`src/rtl/cv32e40p_compressed_decoder_voter_if.sv`:
```
// Handshake bundle between the triplicated compressed decoders, the voter and the ID stage.
// slave is the voter's view; master is the surrounding pipeline's view.
interface cv32e40p_compressed_decoder_voter_if #(
    parameter int ERR_CNT_WIDTH = 8
);
    logic                     valid_i;
    logic                     ready_o;
    logic [31:0]              instr_i_1;
    logic [31:0]              instr_i_2;
    logic [31:0]              instr_i_3;
    logic                     is_compressed_i_1;
    logic                     is_compressed_i_2;
    logic                     is_compressed_i_3;
    logic                     illegal_instr_i_1;
    logic                     illegal_instr_i_2;
    logic                     illegal_instr_i_3;
    logic                     flush_i;
    logic                     clear_i;
    logic                     valid_o;
    logic                     ready_i;
    logic [31:0]              instr_o;
    logic                     is_compressed_o;
    logic                     illegal_instr_o;
    logic                     corrected_o;
    logic                     uncorrectable_o;
    logic [2:0]               lane_fault_o;
    logic [ERR_CNT_WIDTH-1:0] err_cnt_o;

    modport slave (
        input  valid_i, instr_i_1, instr_i_2, instr_i_3,
               is_compressed_i_1, is_compressed_i_2, is_compressed_i_3,
               illegal_instr_i_1, illegal_instr_i_2, illegal_instr_i_3,
               flush_i, clear_i, ready_i,
        output ready_o, valid_o, instr_o, is_compressed_o, illegal_instr_o,
               corrected_o, uncorrectable_o, lane_fault_o, err_cnt_o
    );

    modport master (
        output valid_i, instr_i_1, instr_i_2, instr_i_3,
               is_compressed_i_1, is_compressed_i_2, is_compressed_i_3,
               illegal_instr_i_1, illegal_instr_i_2, illegal_instr_i_3,
               flush_i, clear_i, ready_i,
        input  ready_o, valid_o, instr_o, is_compressed_o, illegal_instr_o,
               corrected_o, uncorrectable_o, lane_fault_o, err_cnt_o
    );
endinterface

```
`src/rtl/cv32e40p_compressed_decoder_voter.sv`:
```
// Registered bitwise majority voter for the triplicated compressed decoder, with
// persistent-fault lane masking and forced-illegal output when no safe majority exists.
module cv32e40p_compressed_decoder_voter #(
    parameter int PERSIST_THRESH = 3,
    parameter int ERR_CNT_WIDTH  = 8
) (
    input  logic clk,
    input  logic rst_n,
    cv32e40p_compressed_decoder_voter_if.slave bus
);
    localparam int BW = 34;

    logic [BW-1:0] lane_w [3];
    logic [BW-1:0] maj_w;
    logic [BW-1:0] vote_w;
    logic [BW-1:0] cap_w;
    logic          eq01, eq02, eq12;
    logic          three_healthy;
    logic          uncorr;
    logic [2:0]    diss;
    logic [2:0]    sole;
    logic          corrected;
    logic          accept;
    logic          count_en;

    logic                     valid_reg;
    logic [BW-1:0]            word_reg;
    logic                     corrected_reg;
    logic                     uncorr_reg;
    logic [2:0]               lane_fault_reg;
    logic [ERR_CNT_WIDTH-1:0] err_cnt_reg;
    logic [3:0]               cnt_reg [3];

    assign lane_w[0] = {bus.illegal_instr_i_1, bus.is_compressed_i_1, bus.instr_i_1};
    assign lane_w[1] = {bus.illegal_instr_i_2, bus.is_compressed_i_2, bus.instr_i_2};
    assign lane_w[2] = {bus.illegal_instr_i_3, bus.is_compressed_i_3, bus.instr_i_3};

    assign maj_w = (lane_w[0] & lane_w[1]) | (lane_w[0] & lane_w[2]) | (lane_w[1] & lane_w[2]);
    assign eq01  = (lane_w[0] == lane_w[1]);
    assign eq02  = (lane_w[0] == lane_w[2]);
    assign eq12  = (lane_w[1] == lane_w[2]);

    // With a lane masked, the lower-numbered healthy lane is the reference copy.
    always_comb begin
        vote_w        = maj_w;
        uncorr        = 1'b1;
        three_healthy = 1'b0;
        case (~lane_fault_reg)
            3'b111: begin
                three_healthy = 1'b1;
                uncorr        = !(eq01 || eq02 || eq12);
            end
            3'b011: begin
                vote_w = lane_w[0];
                uncorr = !eq01;
            end
            3'b101: begin
                vote_w = lane_w[0];
                uncorr = !eq02;
            end
            3'b110: begin
                vote_w = lane_w[1];
                uncorr = !eq12;
            end
            default: begin
                vote_w = maj_w;
                uncorr = 1'b1;
            end
        endcase
    end

    assign cap_w     = uncorr ? {1'b1, vote_w[BW-2:0]} : vote_w;
    assign corrected = |diss;
    assign accept    = bus.valid_i && bus.ready_o && !bus.flush_i;
    assign count_en  = accept && !bus.clear_i;

    generate
        for (genvar gi = 0; gi < 3; gi++) begin : g_lane
            assign diss[gi] = three_healthy && !uncorr && (lane_w[gi] != maj_w);
            assign sole[gi] = diss[gi] && ((diss & ~(3'b001 << gi)) == 3'b000);

            always_ff @(posedge clk or negedge rst_n) begin
                if (!rst_n) begin
                    cnt_reg[gi]        <= 4'd0;
                    lane_fault_reg[gi] <= 1'b0;
                end else if (bus.clear_i) begin
                    cnt_reg[gi]        <= 4'd0;
                    lane_fault_reg[gi] <= 1'b0;
                end else if (count_en && three_healthy) begin
                    cnt_reg[gi] <= sole[gi] ? cnt_reg[gi] + 4'd1 : 4'd0;
                    if (sole[gi] && (cnt_reg[gi] == 4'(PERSIST_THRESH - 1)))
                        lane_fault_reg[gi] <= 1'b1;
                end
            end
        end
    endgenerate

    always_ff @(posedge clk or negedge rst_n) begin
        if (!rst_n) begin
            err_cnt_reg <= '0;
        end else if (bus.clear_i) begin
            err_cnt_reg <= '0;
        end else if (count_en && (corrected || uncorr) && (err_cnt_reg != '1)) begin
            err_cnt_reg <= err_cnt_reg + 1'b1;
        end
    end

    // Output register: flush wins over accept; a consumed word without a reload empties it.
    always_ff @(posedge clk or negedge rst_n) begin
        if (!rst_n) begin
            valid_reg     <= 1'b0;
            word_reg      <= '0;
            corrected_reg <= 1'b0;
            uncorr_reg    <= 1'b0;
        end else if (bus.flush_i) begin
            valid_reg <= 1'b0;
        end else if (accept) begin
            valid_reg     <= 1'b1;
            word_reg      <= cap_w;
            corrected_reg <= corrected;
            uncorr_reg    <= uncorr;
        end else if (bus.ready_i) begin
            valid_reg <= 1'b0;
        end
    end

    assign bus.ready_o         = !valid_reg || bus.ready_i;
    assign bus.valid_o         = valid_reg;
    assign bus.instr_o         = word_reg[31:0];
    assign bus.is_compressed_o = word_reg[32];
    assign bus.illegal_instr_o = word_reg[33];
    assign bus.corrected_o     = corrected_reg;
    assign bus.uncorrectable_o = uncorr_reg;
    assign bus.lane_fault_o    = lane_fault_reg;
    assign bus.err_cnt_o       = err_cnt_reg;
endmodule
```
`src/flat_wrapper.sv`:
```
// flat-port wrapper written by rule: the top's interface ports become plain ports
module cv32e40p_compressed_decoder_voter_flat 
#(
    parameter int PERSIST_THRESH = 3,
    parameter int ERR_CNT_WIDTH  = 8
)
  (clk, rst_n, bus_valid_i, bus_instr_i_1, bus_instr_i_2, bus_instr_i_3, bus_is_compressed_i_1, bus_is_compressed_i_2, bus_is_compressed_i_3, bus_illegal_instr_i_1, bus_illegal_instr_i_2, bus_illegal_instr_i_3, bus_flush_i, bus_clear_i, bus_ready_i, bus_ready_o, bus_valid_o, bus_instr_o, bus_is_compressed_o, bus_illegal_instr_o, bus_corrected_o, bus_uncorrectable_o, bus_lane_fault_o, bus_err_cnt_o);
  cv32e40p_compressed_decoder_voter_if #(.ERR_CNT_WIDTH(ERR_CNT_WIDTH)) bus_i ();
  input  logic clk;
  input  logic rst_n;
  input wire logic [$bits(bus_i.valid_i)-1:0] bus_valid_i;
  input wire logic [$bits(bus_i.instr_i_1)-1:0] bus_instr_i_1;
  input wire logic [$bits(bus_i.instr_i_2)-1:0] bus_instr_i_2;
  input wire logic [$bits(bus_i.instr_i_3)-1:0] bus_instr_i_3;
  input wire logic [$bits(bus_i.is_compressed_i_1)-1:0] bus_is_compressed_i_1;
  input wire logic [$bits(bus_i.is_compressed_i_2)-1:0] bus_is_compressed_i_2;
  input wire logic [$bits(bus_i.is_compressed_i_3)-1:0] bus_is_compressed_i_3;
  input wire logic [$bits(bus_i.illegal_instr_i_1)-1:0] bus_illegal_instr_i_1;
  input wire logic [$bits(bus_i.illegal_instr_i_2)-1:0] bus_illegal_instr_i_2;
  input wire logic [$bits(bus_i.illegal_instr_i_3)-1:0] bus_illegal_instr_i_3;
  input wire logic [$bits(bus_i.flush_i)-1:0] bus_flush_i;
  input wire logic [$bits(bus_i.clear_i)-1:0] bus_clear_i;
  input wire logic [$bits(bus_i.ready_i)-1:0] bus_ready_i;
  output wire logic [$bits(bus_i.ready_o)-1:0] bus_ready_o;
  output wire logic [$bits(bus_i.valid_o)-1:0] bus_valid_o;
  output wire logic [$bits(bus_i.instr_o)-1:0] bus_instr_o;
  output wire logic [$bits(bus_i.is_compressed_o)-1:0] bus_is_compressed_o;
  output wire logic [$bits(bus_i.illegal_instr_o)-1:0] bus_illegal_instr_o;
  output wire logic [$bits(bus_i.corrected_o)-1:0] bus_corrected_o;
  output wire logic [$bits(bus_i.uncorrectable_o)-1:0] bus_uncorrectable_o;
  output wire logic [$bits(bus_i.lane_fault_o)-1:0] bus_lane_fault_o;
  output wire logic [$bits(bus_i.err_cnt_o)-1:0] bus_err_cnt_o;
  assign bus_i.valid_i = bus_valid_i;
  assign bus_i.instr_i_1 = bus_instr_i_1;
  assign bus_i.instr_i_2 = bus_instr_i_2;
  assign bus_i.instr_i_3 = bus_instr_i_3;
  assign bus_i.is_compressed_i_1 = bus_is_compressed_i_1;
  assign bus_i.is_compressed_i_2 = bus_is_compressed_i_2;
  assign bus_i.is_compressed_i_3 = bus_is_compressed_i_3;
  assign bus_i.illegal_instr_i_1 = bus_illegal_instr_i_1;
  assign bus_i.illegal_instr_i_2 = bus_illegal_instr_i_2;
  assign bus_i.illegal_instr_i_3 = bus_illegal_instr_i_3;
  assign bus_i.flush_i = bus_flush_i;
  assign bus_i.clear_i = bus_clear_i;
  assign bus_i.ready_i = bus_ready_i;
  assign bus_ready_o = bus_i.ready_o;
  assign bus_valid_o = bus_i.valid_o;
  assign bus_instr_o = bus_i.instr_o;
  assign bus_is_compressed_o = bus_i.is_compressed_o;
  assign bus_illegal_instr_o = bus_i.illegal_instr_o;
  assign bus_corrected_o = bus_i.corrected_o;
  assign bus_uncorrectable_o = bus_i.uncorrectable_o;
  assign bus_lane_fault_o = bus_i.lane_fault_o;
  assign bus_err_cnt_o = bus_i.err_cnt_o;
  cv32e40p_compressed_decoder_voter #(.PERSIST_THRESH(PERSIST_THRESH), .ERR_CNT_WIDTH(ERR_CNT_WIDTH)) u_core (.clk(clk), .rst_n(rst_n), .bus(bus_i));
endmodule
```
`config.mk`:
```
export PLATFORM = sky130hd
export DESIGN_NAME = cv32e40p_compressed_decoder_voter_flat
export DESIGN_NICKNAME = d
export VERILOG_FILES = /design/src/rtl/cv32e40p_compressed_decoder_voter_if.sv /design/src/rtl/cv32e40p_compressed_decoder_voter.sv /design/src/flat_wrapper.sv
export SDC_FILE = /design/constraint.sdc
export NUM_CORES = 1
export LEC_CHECK = 0
export ABC_AREA = 1
export BUFFER_PORTS_ARGS = -buffer_cell sky130_fd_sc_hd__buf_2
export CORE_ASPECT_RATIO = 0.8
export CORE_MARGIN = 10
export CORE_UTILIZATION = 45
export CTS_CLUSTER_DIAMETER = 200
export DETAILED_ROUTE_END_ITERATION = 6
export PLACE_DENSITY = 0.66
export SYNTH_ARGS = -nofsm -noshare
export SYNTH_HDL_FRONTEND = slang
export SYNTH_SLANG_ARGS = --single-unit
```
`constraint.sdc`:
```
create_clock -name clk -period 2.4 [get_ports clk]
set_clock_uncertainty 0.1 [all_clocks]
set_input_delay 0.24 -clock clk [delete_from_list [all_inputs] [get_ports clk]]
set_output_delay 0.24 -clock clk [all_outputs]
set_load 0.01 [all_outputs]
```
# After elaboration in Yosys (flattened, before gate mapping)
# Index checks and enable logic that the tools add are counted.
dict set report word_totals {
  reg_bits 60
  input_bits 108
}
dict set report classes {
  add_sub_neg 4
  n_eq_ne 14
  mux 27
  n_bitwise 7
  n_reduce_logical 43
}
# operator n
set ops {}
lappend ops {{$and 34x34->34} 3}
lappend ops {{$eq 34x34->1} 3}
lappend ops {{$ne 34x34->1} 3}
lappend ops {{$or 34x34->34} 2}
lappend ops {{$pmux 34 s2} 1}
lappend ops {{$mux 4} 9}
lappend ops {{$mux 34} 1}
lappend ops {{$logic_and 1x1->1} 16}
lappend ops {{$mux 8} 2}
lappend ops {{$mux 1} 13}
lappend ops {{$add 4x1->4 const B} 3}
lappend ops {{$eq 4x2->1 const B} 3}
lappend ops {{$reduce_bool 2->1} 5}
lappend ops {{$eq 3x3->1 const B} 3}
lappend ops {{$logic_not 3->1} 3}
lappend ops {{$add 8x1->8 const B} 1}
lappend ops {{$logic_not 1->1} 8}
lappend ops {{$ne 8x8->1 const B} 1}
lappend ops {{$reduce_and 2->1} 4}
lappend ops {{$logic_or 1x1->1} 4}
lappend ops {{$pmux 1 s4} 1}
lappend ops {{$eq 3x2->1 const B} 1}
lappend ops {{$not 3->3} 1}
lappend ops {{$reduce_bool 3->1} 1}
lappend ops {{3 further kinds} 3}

# Depth between registers and ports, before layout
# Gate-level depths: netlist (run 1).
dict set report logic_depth {
  depth_word 14
  ltp_mapped 16
  mapped_depth_nobuf 16
}

# Least setup slack after synthesis (run 1)
# Ideal clock, no wire load.
dict set report synth_timing {
  path_type {input port to flip-flop}
  startpoint {in bus_instr_i_3[5]}
  endpoint {reg u_core.err_cnt_reg[3] (netlist: u_core.bus.err_cnt_o[3])}
  setup_ns 0.117
  arrival_time_ns 1.840
  path_slack_ns 0.342
  cell_stages 14
  path_buffers 0
  path_cell_list {ha_1 > or2_0 > nor2_1 > nand3_1 > nor2_1 > nor2_1 > nor2_1 > nand3_2 > nor2_4 > nand2_2 > nand3_4 > nand2_8 > nand3_2 > nand2_1}
}
dict set report synth_between {
  elab_chain_len 13
  elab_cells_between_ends 25
  classes_between {eq/ne: 5; mux: 1; bitwise: 4; reduce/logical: 15}
}
# item line
set synth_rtl {}
lappend synth_rtl {{start, declared} flat_wrapper.sv:14} ;# input wire logic [$bits(bus_i.instr_i_3)-1:0] bus_instr_i_3;
lappend synth_rtl {{$eq 34x34->1} cv32e40p_compressed_decoder_voter.sv:40} ;# assign eq02 = (lane_w[0] == lane_w[2]);
lappend synth_rtl {{$logic_or 1x1->1 (2 in a row)} cv32e40p_compressed_decoder_voter.sv:51} ;# uncorr = !(eq01 || eq02 || eq12);
lappend synth_rtl {{$logic_not 1->1} cv32e40p_compressed_decoder_voter.sv:51}
lappend synth_rtl {{$pmux 1 s4} cv32e40p_compressed_decoder_voter.sv:48} ;# case (~lane_fault_reg)
lappend synth_rtl {{$logic_not 1->1} cv32e40p_compressed_decoder_voter.sv:79} ;# assign diss[gi] = three_healthy && !uncorr && (lane_w[gi] != maj_w);
lappend synth_rtl {{$logic_and 1x1->1 (2 in a row)} cv32e40p_compressed_decoder_voter.sv:79}
lappend synth_rtl {{$reduce_or 3->1} cv32e40p_compressed_decoder_voter.sv:73} ;# assign corrected = |diss;
lappend synth_rtl {{$logic_or 1x1->1 *} cv32e40p_compressed_decoder_voter.sv:103} ;# end else if (count_en && (corrected || uncorr) && (err_cnt_reg != '1)) begin
lappend synth_rtl {{$logic_and 1x1->1 * (2 in a row)} cv32e40p_compressed_decoder_voter.sv:103}
lappend synth_rtl {{$reduce_bool 2->1 (no line) *} -}
lappend synth_rtl {{end signal, assigned} cv32e40p_compressed_decoder_voter.sv:104} ;# err_cnt_reg <= err_cnt_reg + 1'b1;
lappend synth_rtl {{end, declared} cv32e40p_compressed_decoder_voter.sv:31} ;# logic [ERR_CNT_WIDTH-1:0] err_cnt_reg;
# Mark *: on every way between the ends. The rest lies on a longest branch, timed or not.
# A chain may end at the register's enable or synchronous reset.

# Final worst setup path (run 1)
dict set report layout_timing {
  startpoint {reg u_core.lane_fault_reg[2] (netlist: u_core.bus.lane_fault_o[2])}
  endpoint {reg u_core.err_cnt_reg[3] (netlist: u_core.bus.err_cnt_o[3])}
}
dict set report layout_between {
  elab_chain_len 11
  elab_cells_between_ends 17
  classes_between {eq/ne: 4; mux: 2; bitwise: 1; reduce/logical: 10}
}
# item line
set layout_rtl {}
lappend layout_rtl {{start, declared} cv32e40p_compressed_decoder_voter.sv:30} ;# logic [2:0] lane_fault_reg;
lappend layout_rtl {{start signal, assigned by index} cv32e40p_compressed_decoder_voter.sv:85} ;# lane_fault_reg[gi] <= 1'b0;
lappend layout_rtl {{start signal, assigned by index} cv32e40p_compressed_decoder_voter.sv:88} ;# lane_fault_reg[gi] <= 1'b0;
lappend layout_rtl {{start signal, assigned by index} cv32e40p_compressed_decoder_voter.sv:92} ;# lane_fault_reg[gi] <= 1'b1;
lappend layout_rtl {{$not 3->3 *} cv32e40p_compressed_decoder_voter.sv:48}
lappend layout_rtl {{$eq 3x3->1 / $eq 3x2->1 (equally long branches)} cv32e40p_compressed_decoder_voter.sv:48}
lappend layout_rtl {{$pmux 1 s4} cv32e40p_compressed_decoder_voter.sv:48}
lappend layout_rtl {{$logic_not 1->1} cv32e40p_compressed_decoder_voter.sv:79}
lappend layout_rtl {{$logic_and 1x1->1 (2 in a row)} cv32e40p_compressed_decoder_voter.sv:79}
lappend layout_rtl {{$reduce_or 3->1} cv32e40p_compressed_decoder_voter.sv:73}
lappend layout_rtl {{$logic_or 1x1->1 *} cv32e40p_compressed_decoder_voter.sv:103}
lappend layout_rtl {{$logic_and 1x1->1 * (2 in a row)} cv32e40p_compressed_decoder_voter.sv:103}
lappend layout_rtl {{$reduce_bool 2->1 (no line) *} -}
# Marks and branches as above.

==> results.yml, run 1 <==
logic_synthesis:
  synth_top_area_share_pct: 21.0
  synth_top_area_cell: "dfrtp_1"
  syn_inst: 1038
  ys_async_sr_fraction_pct: 100
  netlist_top_cells_count: "198 x nand2_1, 170 x inv_1, 142 x nor2_1"
  synth_xor_xnor_area_share_pct: 6.63
  synth_seq_area_share_pct: 21.0
  synth.net_count: 1255
  yosysMostFrequentCell: "nand2_1"
  yosysWarnings: 0
  yosys_register_bits: 60
  synth_fa_ha_area_share_pct: 19.1
  syn_avg_cell_area_um2: 6.87
  synthMuxAreaShare_pct: 0
  synth_area_leaders: "dfrtp_1 21%, ha_1 19%, nand2_1 10%"
  synth_cell_types: 38
  synth_compound_area_share_pct: 9.73
  synth_edf_count: 0
  synth_top_family_by_area: "simple AND/OR/NAND/NOR gates"
  synth_simple_gate_area_share_pct: 33.1
  netlist_area_um2: 7130
  synth_ff_type: "dfrtp_1"
clock_network:
  cts_made_buffers: 9
  postCtsSetupBuffers: 0
  root_buffer: "clkbuf_16"
  cts_sinks: 60
  cts_tree: "yes"
  clk_pin_slew_worst_paths_ps: 50
  clkLatencyLatePin_ps: 340
  clockBufferDepth: 2
  h-tree-depth: 3
run_status:
  status: "finished clean"
detailed_routing:
  drtPass1Iterations: 6
  drc: 0
  top_layer: "met5"
  via_count: 7617
  wl_per_cell_um: 16.7
  met3_length_mm: 2.55
  ant_nets: 0
  drtIter0Drc: 617
  route.met2.wl_mm: 10.1
  wl_met1_mm: 11.8
  routed_via_density: 5.13
  finalWirelength_mm: 24.8
cells_and_area:
  multi_input_area_um2: 4910
  syn_to_final_growth_pct: 26.6
  largest_reg_flops: 34
  final_util_pct: 57.7
  fillers: 1536
  fin_area_um2: 9030
  diodes: 0
  drive_gt1_share_pct: 24.5
  seqCellArea_um2: 1500
  final_nets: 1484
sta:
  timing.hold.ws_ps: 25.0
  period_needed_ps: 2210
  drv_slew: 0
  finalHoldViolCount: 0
  timing.final.ws_setup_ps: 187
  period_share_pct: 92.2
  tightestPinTransition_ps: 789
  tns_ps: 0
  finalSetupViolations: 0
  rsz0062_at_grt: "no"
  fmax_mhz: 452
  slew_headroom_pct: 47.4
critical_path:
  crit_start: "u_core.bus.lane_fault_o[2]"
  cp.arrival_ps: 2350
  critPathMaxFanout: 9
  r2r-start: "u_core.bus.lane_fault_o[2]"
  cp-start-kind: "register"
  cp-end-kind: "register"
  crit_required_ps: 2530
  critical_path_class: "register to register"
  ff2ff_setup_slack_ps: 190
global_routing:
  grt_max_degree: 61
  grt-ovfl-total: 0
  grt_use_total_pct: 22.9
  grt_first_pass_wirelength_mm: 38.9
  grt_pass1_vias: 7311
  antenna_found_initial: 2
placement:
  port_buffers: 156
  dp_hpwl_mm: 20.6
  pre_cts_slack_ps: -127
  dpl_cell_area_um2: 8700
  gp_congestion: 0.958
job:
  cap_violations: 0
power:
  power_per_cell_area_nw_per_um2: 430
  p_leak_nw: 4.94
  peakVddDrop_mv: 0.352
hold_path:
  min_from: "bus_clear_i"
  hp-class: "input pin to register"
die:
  core_area_um2: 15600
  start_util_pct: 45.6
  die-area_um2: 21300
  io_pins: 157
  num_rows: 41
  die_h_um: 133
  die_w_um: 161
==> metal layers <==
metal,up-vias,global-route usage [%]
li1,3868,-
met1,3420,32.6
met2,297,33.2
met3,30,7.01
met4,2,4.54
met5,-,0
==> path summary, 6_finish.rpt <==
kind,end,cells after the start
setup / recovery,u_core.bus.err_cnt_o[3],13
hold / removal,u_core.bus.lane_fault_o[2],2
setup reg to reg,u_core.bus.err_cnt_o[3],13
hold reg to reg,u_core.word_reg[28],2
max in group asynchronous,u_core.word_reg[2],3
min in group asynchronous,u_core.bus.valid_o,3
==> cells by family (layout without fill, tap and decap cells) <==
kind of cell / Yosys count / in the layout
DFF: 60 / 60
adders and majority gates: 109 / 109
AOI/OAI and AO/OA: 118 / 118
and+or+nand+nor: 502 / 502
xor gates and xnor gates: 54 / 54
buffers and inverters: 195 / 428
==> through the flow <==
step	power [W]	std cells
after global routing	0.00414	1486
after floorplan	0.00191	1038
after detailed placement	0.00254	1469
after global placement	0.00253	1469
final	0.00388	1486
after CTS	0.00391	1486
==> cell type report <==
class / instances / area share [%]
clock buffer: 11 / 2.80
clock inverter: 4 / 0.540
inverter: 178 / 7.40
multi-input combinational: 783 / 54.4
sequential: 60 / 16.6
tap: 215 / 2.98
timing repair buffer: 235 / 15.3
==> worst max-delay path, cell delays in order, from the launching register on <==
cell     delay (ps)
dfrtp_1         400
buf_4           160
nor3_4          310
buf_4           220
inv_2            40
nor2_1          110
nor2_1           60
nand3_2         100
buf_4           120
inv_1            60
nand3_4         160
nand2_8         110
nand3_2          80
nand2_1          50
==> repair_timing <==
item / CTS / global route
setup endpoints to repair: 0 / 38
endpoints found under the hold margin: 29 / 0
hold buffers: 2 / 0
gates resized for setup: 0 / 2
==> power by group <==
group / internal, W / switching, W
logic: 0.000552 / 0.000821
registers: 0.00111 / 0.0000547
clock network: 0.000852 / 0.000488
==> cells in the final DEF (no fill, tap or decap), drive strengths merged, types with 29 or more instances in the layout <==
cell type / count
nand4: 51
a21oi: 40
nand2: 213
dfrtp: 60
xor2: 29
o21ai: 37
ha: 109
inv: 175
nand3: 62
buf: 233
nor2: 155
No activity file was read; power rests on OpenSTA's default activity.
==> run 2, diff against run 1 <==
Settings changed: CORE_ASPECT_RATIO 0.8 to 0.75, GPL_ROUTABILITY_DRIVEN from default to 1.
==> run 2 against run 1 <==
- final cell count fell by 1.4%
- routed wire length increased by 3.6%
- sequential cell count stayed put
- total power up 1.7%
==> results.yml, run 2 (synthesis gave the netlist of run 1 again) <==
detailed_routing:
  wl_per_cell_um: 17.5
  routed_via_density: 5.25
  ant_nets: 0
  via_count: 7695
  finalWirelength_mm: 25.6
  drc: 0
  drtIter0Drc: 724
  drtPass1Iterations: 6
sta:
  finalHoldViolCount: 0
  tightestPinTransition_ps: 649
  drv_slew: 0
  finalSetupViolations: 0
  rsz0062_at_grt: "no"
  slew_headroom_pct: 56.8
  tns_ps: 0
  period_share_pct: 94.4
  fmax_mhz: 441
  period_needed_ps: 2270
  timing.final.ws_setup_ps: 134
critical_path:
  crit_required_ps: 2530
  critical_path_class: "input pin to register"
  cp-start-kind: "input pin"
  cp-end-kind: "register"
  r2r-start: "u_core.bus.lane_fault_o[1]"
  critPathMaxFanout: 5
  crit_path_max_incr_delay_ps: 320
  cp_slowest_cell: "xor2_1"
  cp_common_cell: "nand2_1"
  crit_start: "bus_instr_i_2[15]"
  cp.arrival_ps: 2400
  crit_chain: "buf_2, ha_1, nor2_1, nand2_1, xor2_1, nand2_1, nor2_1, nand2_1, nor2_1, nand3_2, o21ai_4, nand3_4, buf_4, nand4_1, nand2_1"
cells_and_area:
  final_nets: 1472
  syn_to_final_growth_pct: 25.7
  layoutNonFillerInstCount: 1465
  final_cell_mix: "198 x nand2_1, 170 x inv_1, 156 x buf_2"
  final_common_cell: "nand2_1"
  drive_gt1_share_pct: 24.0
  fin_area_um2: 8970
  multi_input_area_um2: 4930
  fillers: 1430
  largest_reg_flops: 34
  diodes: 0
  seqCellArea_um2: 1500
power:
  p_comb_share_pct: 34.9
  p_seq_share_pct: 29.7
  netSwitchingFraction_pct: 34.9
  intPower_w: 0.00257
  peakVddDrop_mv: 0.366
  p_leak_nw: 4.89
  clkPwrFrac_pct: 35.4
  power_switching_w: 0.00138
  power_per_cell_area_nw_per_um2: 440
global_routing:
  grt_first_pass_wirelength_mm: 38.8
  grt_pass1_vias: 7293
  antenna_found_initial: 2
  grt-ovfl-total: 0
  grt_use_total_pct: 23.3
  grt_max_degree: 39
die:
  die_h_um: 129
  die-area_um2: 21300
  start_util_pct: 46.4
  num_rows: 39
  io_pins: 157
  die_w_um: 165
  core_area_um2: 15400
clock_network:
  h-tree-depth: 3
  cts_tree: "yes"
  clk_pin_slew_worst_paths_ps: 60
  cts_sinks: 60
  clockBufferDepth: 2
  clkLatencyLatePin_ps: 340
  cts_made_buffers: 9
  root_buffer: "clkbuf_16"
placement:
  pre_cts_slack_ps: -166
  gp_congestion: 0.963
  dp_hpwl_mm: 21.4
  dp.cells: 1444
  port_buffers: 156
  dpl_cell_area_um2: 8590
run_status:
  status: "finished clean"
hold_path:
  min_from: "bus_clear_i"
  hp-class: "input pin to register"
job:
  cap_violations: 0
## run 2: worst paths after layout
path                       slack (ps)  cells past startpoint                          to
max                               130                     15     u_core.bus.err_cnt_o[1]
min                                20                      2  u_core.bus.lane_fault_o[0]
max reg2reg                       250                      8          u_core.word_reg[6]
min reg2reg                       380                      2         u_core.word_reg[15]
max in group asynchronous        1100                      3          u_core.cnt_reg[11]
min in group asynchronous         370                      2         u_core.word_reg[18]
## run 2: power groups by stage
| stage | registers (W) | clock network (W) | logic, W |
|---|---|---|---|
| 2_1_floorplan | 0.00123 | 0 | 0.000675 |
| 3_3_place_gp | 0.00118 | 0 | 0.00134 |
| 3_5_place_dp | 0.00119 | 0 | 0.00135 |
| 4_1_cts | 0.00117 | 0.00142 | 0.00136 |
| 5_1_grt | 0.00118 | 0.00146 | 0.00153 |
| 6_report | 0.00117 | 0.00140 | 0.00138 |
## run 2: stage by stage
step	hold WS, ps	total power, W	utilization, %
2_1_floorplan	-156	0.00191	-
3_3_place_gp	198	0.00252	55.9
6_report	21.0	0.00395	58.3
5_1_grt	20.1	0.00418	58.3
4_1_cts	15.6	0.00395	58.1
3_5_place_dp	203	0.00254	55.9
## run 2: final cells by class
cell class / count / share of cell area, %
clock buffer: 13 / 3.13
clock inverter: 3 / 0.474
inverter: 178 / 7.45
multi-input combinational: 784 / 54.9
sequential: 60 / 16.7
tap: 205 / 2.86
timing repair buffer: 222 / 14.4
## run 2: layer usage
metal  track usage (%)  wire [um]  vias to the layer above
met4              4.95        337                        2
met5                 0         13                        -
li1                  -          -                     3845
met2              34.0      10500                      329
met3              6.99       2810                       29
met1              33.2      12000                     3490
## run 2: timing repair
item                                    CTS  global route
hold endpoints to repair                 28             0
hold buffers                              2             0
resized for setup                         0             4
buffers inserted                          0             2
endpoints found under the setup margin    0             7
## run 2: worst max-delay path, delay by kind of cell
kind	cells	cell delay, ps
xor+xnor	1	320
simple gates	10	1140
buf+inv	2	290
fa+ha+maj	1	190
compound gates	1	230
==> run 3, diff against run 2 <==
Settings changed: CORE_ASPECT_RATIO 0.75 to default.
==> run 3 against run 2 <==
- worst hold slack improved by 24 ps
- critical path depth rose by 1
- utilization fell by 0.33 points
- setup slack improved by 120 ps
- first-iteration DRC count fell by 17%
- global-route usage fell by 0.54 points
- sequential cell count did not move
- total power fell by 3.1%
- cell area fell by 0.56%
- die area fell by 0.24%
- routed wire length fell by 3.7%
- highest routed layer unchanged
==> results.yml, run 3 (synthesis gave the netlist of run 1 again) <==
clock_network:
  ctsResizeCount: 0
  h-tree-depth: 3
  postCtsSetupBuffers: 0
  hold_buffers: 2
  root_buffer: "clkbuf_16"
  cts_sinks: 60
  cts_tree: "yes"
  cts_made_buffers: 9
  clockBufferDepth: 2
  clk_pin_slew_worst_paths_ps: 50
  clkLatencyLatePin_ps: 340
global_routing:
  grt-ovfl-total: 0
  grt_pass1_vias: 7453
  grt_first_pass_wirelength_mm: 38.6
  grt_use_total_pct: 22.8
  grt_max_degree: 38
  antenna_found_initial: 6
cells_and_area:
  seqCellArea_um2: 1500
  final_util_pct: 58.0
  final_nets: 1469
  drive_gt1_share_pct: 23.5
  largest_reg_flops: 34
  fillers: 1542
  multi_input_area_um2: 4900
  final_common_cell: "nand2_1"
  syn_to_final_growth_pct: 25.0
  final_cell_mix: "198 x nand2_1, 170 x inv_1, 156 x buf_2"
critical_path:
  cp_slowest_cell: "ha_1"
  r2r-start: "u_core.bus.lane_fault_o[1]"
  crit_chain: "buf_2, ha_1, nor2_1, nand2_1, nor2_1, nand3_1, nor2_1, nor2_1, nor2_1, nand3_2, nor2_4, nand2_2, nand3_4, nand2_8, nand3_2, nand2_1"
  critical_path_class: "input pin to register"
  crit_required_ps: 2530
  r2r_cells: 8
  cp_common_cell: "nor2_1"
  critPathMaxFanout: 9
  crit_path_max_incr_delay_ps: 290
  cp-start-kind: "input pin"
  cp.arrival_ps: 2280
  timing.rr.end: "u_core.word_reg[7]"
  ff2ff_setup_slack_ps: 310
  cp-end-kind: "register"
power:
  finalPower_w: 0.00383
  power_per_cell_area_nw_per_um2: 429
  peakVddDrop_mv: 0.340
  p_leak_nw: 4.86
sta:
  period_needed_ps: 2150
  finalHoldViolCount: 0
  fmax_mhz: 466
  rsz0062_at_grt: "no"
  finalSetupViolations: 0
  slew_headroom_pct: 56.9
  drv_slew: 0
  tightestPinTransition_ps: 647
  period_share_pct: 89.5
hold_path:
  whs_path_depth: 2
  hold-path-endpoint: "u_core.bus.lane_fault_o[0]"
  hp-class: "input pin to register"
  min_from: "bus_clear_i"
detailed_routing:
  wl_per_cell_um: 16.8
  drtPass1Iterations: 5
  drc: 0
  drtIter0Drc: 600
  via_count: 7574
  ant_nets: 0
  routed_via_density: 5.15
  finalWirelength_mm: 24.7
die:
  start_util_pct: 46.4
  die-area_um2: 21300
  die_h_um: 146
  core_area_um2: 15400
  die_w_um: 146
  io_pins: 157
  num_rows: 45
placement:
  port_buffers: 156
  gp_congestion: 0.956
  dp_hpwl_mm: 20.7
run_status:
  status: "finished clean"
job:
  cap_violations: 0
==> run 3: changes by cell type in the layout (fill, tap and decap cells not counted), moves of 2 or more <==
cell      previous run  this run
nor2_2              16        13
diode_2              0         4
buf_4               63        61
nand3_2             24        22
nor2_1             138       141
clkbuf_8             4         0
==> run 3: worst max path at each step <==
stage                                  from                      end  slack (ps)  depth (start not counted)
after floorplan            bus_instr_i_3[5]  u_core.bus.err_cnt_o[3]         340                         14
after global routing      bus_instr_i_2[25]  u_core.bus.err_cnt_o[2]          10                         15
after global placement     bus_instr_i_3[5]  u_core.bus.err_cnt_o[3]         -70                         15
after detailed placement  bus_instr_i_3[19]  u_core.bus.err_cnt_o[5]        -100                         16
final                     bus_instr_i_3[19]  u_core.bus.err_cnt_o[0]         250                         16
after CTS                 bus_instr_i_3[19]  u_core.bus.err_cnt_o[0]         270                         16
==> run 3: worst max-delay path: cells and delay by family <==
kind | cells | cell delay, ps
buffers and inverters | 1 | 120
AND/OR/NAND/NOR | 14 | 1600
adder cells (fa/ha/maj) | 1 | 290
==> run 3: cell type report <==
cell class | instances | area share, %
Multi-Input combinational cell | 783 | 55.0
Sequential cell | 60 | 16.8
Timing Repair Buffer | 220 | 14.3
Inverter | 178 | 7.49
Tap cell | 211 | 2.96
Clock buffer | 10 | 2.57
Clock inverter | 6 | 0.715
Antenna cell | 4 | 0.112
==> run 3: power breakdown <==
group	internal, W	switching [W]	leakage (nW)
Clock	0.000804	0.000516	0.139
Combinational	0.000534	0.000806	3.98
Sequential	0.00111	0.0000531	0.744
Total	0.00245	0.00138	4.86
==> run 3: stage by stage <==
step	hold slack (ps)	worst slack [ps]	setup TNS, ps	instances	area, um^2
global route	32.9	14.2	0	1471	8920
detailed placement	194	-97.8	-1220	1450	8600
CTS	24.2	268	0	1468	8910
floorplan	-156	342	0	1038	7130
global placement	190	-67.3	-614	1450	8600
finish	44.9	253	0	1472	8920
==> run 3: per-layer routing <==
layer,wire length (um),GRT usage [%]
met5,21,0
met4,593,7.94
met3,2180,6.80
met2,10700,35.0
met1,11200,29.5
